`src/rtl/req_gnt_pkg.sv`:
```
// rtl/req_gnt_pkg.sv - shared state type and grant-check helper for the req/gnt requester
package req_gnt_pkg;

  typedef enum logic {IDLE = 1'b0, BUSY = 1'b1} rg_state_e;

  // Widest grant vector the one-hot helper accepts; callers zero-extend into it.
  localparam int ONEHOT_W = 32;

  // True when exactly one bit of v is set.
  function automatic logic onehot_chk(input logic [ONEHOT_W-1:0] v);
    return (v != '0) && ((v & (v - ONEHOT_W'(1))) == '0);
  endfunction

endpackage

```
`src/rtl/pend_counter.sv`:
```
// rtl/pend_counter.sv - saturating per-port pending-job counter
module pend_counter
  import req_gnt_pkg::*;
#(
  parameter int MAX_PEND = 3,
  parameter int CNT_W    = 2
) (
  input  logic clk,
  input  logic reset,
  input  logic inc,
  input  logic dec,
  output logic nonzero,
  output logic ovf
);

  logic [CNT_W-1:0] cnt;
  logic             at_max;

  assign at_max  = (cnt == CNT_W'(MAX_PEND));
  assign nonzero = (cnt != '0);

  // A job raises the count, a completion lowers it, both together cancel.
  // A job arriving with the counter already full is dropped and flagged for one cycle.
  always_ff @(posedge clk or posedge reset) begin
    if (reset) begin
      cnt <= '0;
      ovf <= 1'b0;
    end else begin
      ovf <= inc & ~dec & at_max;
      if (inc && !dec && !at_max) begin
        cnt <= cnt + CNT_W'(1);
      end else if (dec && !inc && (cnt != '0)) begin
        cnt <= cnt - CNT_W'(1);
      end
    end
  end

endmodule

```
`src/rtl/req_gnt_requester.sv`:
```
// rtl/req_gnt_requester.sv - requester side of req/gnt arbitration; REQ_GNT_STATS_EN adds grant/drop counters
module req_gnt_requester
  import req_gnt_pkg::*;
#(
  parameter int NUM_PORTS = 4,
  parameter int BURST_LEN = 4,
  parameter int MAX_PEND  = 3,
  localparam int PORT_W   = (NUM_PORTS > 1) ? $clog2(NUM_PORTS) : 1,
  localparam int BEAT_W   = (BURST_LEN > 1) ? $clog2(BURST_LEN) : 1
) (
  input  logic                 clk,
  input  logic                 reset,
  input  logic [NUM_PORTS-1:0] job_i,
  output logic [NUM_PORTS-1:0] req_o,
  input  logic [NUM_PORTS-1:0] gnt_i,
  output logic                 busy_o,
  output logic [PORT_W-1:0]    port_o,
  output logic [BEAT_W-1:0]    beat_o,
  output logic [NUM_PORTS-1:0] done_o,
  output logic [NUM_PORTS-1:0] ovf_o,
`ifdef REQ_GNT_STATS_EN
  output logic [31:0]          grant_cnt_o,
  output logic [15:0]          drop_cnt_o,
`endif
  output logic                 err_o
);

  localparam int CNT_W = $clog2(MAX_PEND + 1);

  rg_state_e            state;
  rg_state_e            state_nx;
  logic [NUM_PORTS-1:0] nonzero;
  logic [PORT_W-1:0]    gnt_idx;
  logic                 last_beat;
  logic                 accept;
  logic                 proto_err;

  genvar gi;
  generate
    for (gi = 0; gi < NUM_PORTS; gi++) begin : g_pend
      pend_counter #(
        .MAX_PEND (MAX_PEND),
        .CNT_W    (CNT_W)
      ) u_pend (
        .clk     (clk),
        .reset   (reset),
        .inc     (job_i[gi]),
        .dec     (done_o[gi]),
        .nonzero (nonzero[gi]),
        .ovf     (ovf_o[gi])
      );
    end
  endgenerate

  assign busy_o    = (state == BUSY);
  assign last_beat = (beat_o == BEAT_W'(BURST_LEN - 1));
  assign req_o     = (state == IDLE) ? nonzero : '0;
  assign done_o    = (busy_o && last_beat) ? (NUM_PORTS'(1) << port_o) : '0;

  // One-hot grant to binary port index; only meaningful once the grant is known one-hot.
  always_comb begin
    gnt_idx = '0;
    for (int i = 0; i < NUM_PORTS; i++) begin
      if (gnt_i[i]) begin
        gnt_idx = gnt_idx | PORT_W'(i);
      end
    end
  end

  // Next-state: accept a clean grant in IDLE, run the burst in BUSY, flag any bad grant.
  always_comb begin
    state_nx  = state;
    accept    = 1'b0;
    proto_err = 1'b0;
    case (state)
      IDLE: begin
        if (gnt_i != '0) begin
          if (onehot_chk(ONEHOT_W'(gnt_i)) && ((gnt_i & ~req_o) == '0)) begin
            accept   = 1'b1;
            state_nx = BUSY;
          end else begin
            proto_err = 1'b1;
          end
        end
      end
      BUSY: begin
        if (gnt_i != '0) begin
          proto_err = 1'b1;
        end
        if (last_beat) begin
          state_nx = IDLE;
        end
      end
      default: state_nx = IDLE;
    endcase
  end

  // State register.
  always_ff @(posedge clk or posedge reset) begin
    if (reset) begin
      state <= IDLE;
    end else begin
      state <= state_nx;
    end
  end

  // Served port and beat index; both hold their last value once the burst ends.
  always_ff @(posedge clk or posedge reset) begin
    if (reset) begin
      port_o <= '0;
      beat_o <= '0;
    end else if (accept) begin
      port_o <= gnt_idx;
      beat_o <= '0;
    end else if (busy_o && !last_beat) begin
      beat_o <= beat_o + BEAT_W'(1);
    end
  end

  // Sticky protocol error flag.
  always_ff @(posedge clk or posedge reset) begin
    if (reset) begin
      err_o <= 1'b0;
    end else if (proto_err) begin
      err_o <= 1'b1;
    end
  end

`ifdef REQ_GNT_STATS_EN
  logic [16:0] drop_sum;
  logic [15:0] ovf_num;

  // Number of ports dropping a job this cycle.
  always_comb begin
    ovf_num = '0;
    for (int i = 0; i < NUM_PORTS; i++) begin
      ovf_num = ovf_num + 16'(ovf_o[i]);
    end
  end

  assign drop_sum = {1'b0, drop_cnt_o} + {1'b0, ovf_num};

  // Accepted-grant counter (wrapping) and dropped-job counter (saturating).
  always_ff @(posedge clk or posedge reset) begin
    if (reset) begin
      grant_cnt_o <= '0;
      drop_cnt_o  <= '0;
    end else begin
      if (accept) begin
        grant_cnt_o <= grant_cnt_o + 32'd1;
      end
      drop_cnt_o <= drop_sum[16] ? 16'hFFFF : drop_sum[15:0];
    end
  end
`endif

endmodule

```
`config.mk`:
```
export PLATFORM = sky130hd
export DESIGN_NAME = req_gnt_requester
export DESIGN_NICKNAME = d
export VERILOG_FILES = /design/src/rtl/req_gnt_pkg.sv /design/src/rtl/pend_counter.sv /design/src/rtl/req_gnt_requester.sv
export SDC_FILE = /design/constraint.sdc
export NUM_CORES = 1
export LEC_CHECK = 0
export ABC_AREA = 1
export CORE_UTILIZATION = 45
export CTS_BUF_LIST = sky130_fd_sc_hd__clkbuf_4 sky130_fd_sc_hd__clkbuf_8
export CTS_CLUSTER_DIAMETER = 120
export DETAILED_ROUTE_END_ITERATION = 12
export GPL_ROUTABILITY_DRIVEN = 0
export PLACE_DENSITY = 0.84
export SETUP_SLACK_MARGIN = 0.02
export SLEW_MARGIN = 10
export SYNTH_ARGS = -nofsm -noshare
export SYNTH_HDL_FRONTEND = slang
export SYNTH_SLANG_ARGS = --single-unit
```
`constraint.sdc`:
```
create_clock -name clk -period 1.2 [get_ports clk]
set_input_delay 0.24 -clock clk [delete_from_list [all_inputs] [get_ports clk]]
set_output_delay 0.24 -clock clk [all_outputs]
set_load 0.005 [all_outputs]
```
==> run_results.csv <==
group,metric,value,unit
outcome,status,"complete, but fails checks",
outcome,violations,"setup timing",
synth,synth-simple-area-share,27.9,%
global_route,grt_pass1_wl,4.64,mm
synth,synth-compound-area-share,13.1,%
drt,dr.pass1.iters,4,
critical_path,critPathLaunchType,"flip-flop",
final_layout,final_nets,211,
synth,synth_seq_cells,18,
clocking,cts.path.max_buffers,2,
synth,synth_fa_ha_area_share,1.20,%
floorplanning,die_w,50.2,µm
placed_design,io_buffers,27,
critical_path,critPathArrivalTime,1.33,ns
synth,syn_avg_cell_area,7.57,µm²
floorplanning,core-area,2190,µm²
synth,synth-xor-area-share,1.68,%
synth,ys_seq_area_share,43.1,%
clocking,clock_latency,0.29,ns
drt,wl,3.45,mm
drt,vias,1204,
global_route,grt_overflow,0,
placed_design,hpwlAfterDp,1.82,mm
sta,setup_viol,27,
flow_run,drv_cap,0,
final_layout,diodes,0,
final_layout,num-fill-cells,125,
synth,synth_warnings,0,
drt,drc,0,
final_layout,final_common_cell,"buf_4",
synth,syn_nets,149,
sta,timing.fmax,638,MHz
global_route,antenna_found_initial,0,
clocking,root_buffer,"clkbuf_4",
drt,drtIter0Drc,22,
critical_path,worstPathRequired,0.96,ns
synth,postSynthCellCount,138,
synth,synthTopCellsByArea,"dfrtp_1, nand2_1, nor2_1",
critical_path,worstSetupEndpointType,"output pin",
final_layout,syn_to_final_growth,72.3,%
clocking,cts_tree,"yes",
critical_path,setup.worst_path.class,"reg2out",
floorplanning,initial_core_util,47.7,%
power_and_ir_drop,p_leak,0.909,nW
sta,min_period,1.57,ns
critical_path,reg2regPathDepth,9,
placed_design,numPlacedInstances,209,
synth,synth_area,1040,µm²
synth,synth_mux_area_share,0,%
final_layout,drive_above_1_share,53.0,%
placed_design,dp_slack,-0.391,ns
critical_path,crit_fanout,3,
drt,drt-wirelength-per-cell,15.3,µm
sta,fin_skew,0.00161,ns
min_path,min_path_type,"in2async",
clocking,htreeDepth,1,
power_and_ir_drop,power_density,1950,nW/µm²
drt,via_per_inst,5.33,
sta,tightest_slew,0.244,ns
sta,post-route-worst-setup-slack,-0.368,ns
floorplanning,dieHeight,50.2,µm
synth,synth_top_cell_by_area,"dfrtp_1",
final_layout,final_cells,226,
drt,antenna_left,0,
clocking,cts_made_buffers,3,
sta,maxSlewViolCount,0,
sta,fin_crit_sh,131,%
floorplanning,io_pins,28,
power_and_ir_drop,power.total,3.50,mW
sta,slew_headroom,83.6,%
global_route,grt_pass1_vias,1124,
floorplanning,row_count,17,
global_route,grt_usage,24.6,%
clocking,clk_pin_slew_worst_paths,0.10,ns
synth,ys_types,23,
sta,rsz0062_at_grt,"yes",
sta,hold_viol,0,
global_route,grt_max_degree,19,
power_and_ir_drop,peakVddDrop,0.00124,V
synth,synth_top_family_by_area,"simple AND/OR/NAND/NOR gates",
floorplanning,dieArea,2520,µm²
final_layout,final_cell_mix,"buf_4, nand2_1, dfrtp_1",
synth,synth_top_area_share,43.1,%
clocking,cts.sinks,18,
==> cell type report <==
cell class	instances	area, µm²	share of cell area, %
Inverter	17	73.8	4.10
Timing Repair Buffer	66	567	31.5
Sequential cell	18	452	25.1
Clock buffer	3	22.5	1.25
Multi-Input combinational cell	94	651	36.1
Tap cell	28	35.0	1.95
==> cells in the mapped netlist <==
master / instances
clkinv_2: 1
xor2_1: 1
o21bai_1: 2
inv_2: 1
a21oi_1: 5
inv_1: 15
ha_1: 1
nand2_1: 35
nand2_4: 1
xnor2_1: 1
o21ai_2: 1
or2_2: 1
dfrtp_1: 18
buf_4: 8
nand3_4: 1
nor2_1: 20
o21ai_1: 4
or2_4: 1
o211ai_1: 3
nand3_1: 7
o21ai_0: 9
buf_6: 1
nor2_2: 1
==> timing repair <==
action / in CTS / in global routing
hold endpoints to repair: 0 / 0
setup buffers: 13 / 5
endpoints found under the setup margin: 33 / 34
gates resized for setup: 99 / 41
hold buffers: 0 / 0
pin swaps: 12 / 15
==> worst paths after layout <==
| check | from | end | slack (ns) |
|---|---|---|---|
| worst max-delay path | port_o[1] | done_o[1] | -0.37 |
| worst min-delay path | reset | g_pend[3].u_pend.ovf | 0.26 |
| worst max register to register | beat_o[1] | g_pend[0].u_pend.cnt[0] | -0.33 |
| worst min register to register | err_o | err_o | 0.48 |
| max in group asynchronous | reset | busy_o | 0.72 |
| min in group clk | err_o | err_o | 0.48 |
==> cell families after synthesis <==
logic type | count (synthesis)
buf+inv | 26
compound gates | 24
flops | 18
xor+xnor | 2
fa+ha+maj | 1
simple gates | 67
==> critical path, stage by stage, from the launching register on <==
cell     delay, ns
dfrtp_1       0.39
buf_4         0.15
inv_1         0.08
nand2_1       0.14
nor2_4        0.15
buf_2         0.12
==> registers in the layout (all words and copies together) (netlist names) <==
| signal | cells |
|---|---|
| err_o | 1 |
| busy_o | 1 |
| g_pend.u_pend.cnt | 8 |
| beat_o | 2 |
| port_o | 2 |
| g_pend.u_pend.ovf | 4 |
==> layer usage <==
metal / track usage (%) / share of wire, % / up-vias
met5: 0 / 0 / -
met4: 11.4 / 2.2 / 0
met3: 4.85 / 4.8 / 9
met2: 43.6 / 54 / 57
met1: 28.1 / 39 / 589
li1: - / - / 549
==> where the power goes <==
part / internal, mW / total (mW) / switching (mW)
Clock: 0.117 / 0.306 / 0.189
Sequential: 0.798 / 0.953 / 0.154
Combinational: 1.16 / 2.24 / 1.08
Total: 2.08 / 3.50 / 1.42
==> stage by stage <==
stage / TNS [ns] / hold slack [ns] / area [µm²] / util (%)
6_report: -5.11 / 0.263 / 1800 / 82.2
5_1_grt: -6.38 / 0.286 / 1800 / 82.2
4_1_cts: -4.16 / 0.276 / 1650 / 75.3
3_5_place_dp: -5.02 / 0.460 / 1470 / 67.2
3_3_place_gp: -4.22 / 0.448 / 1470 / 67.2
2_1_floorplan: -0.288 / 0.179 / 1050 / -
No activity file was read; power rests on OpenSTA's default activity.
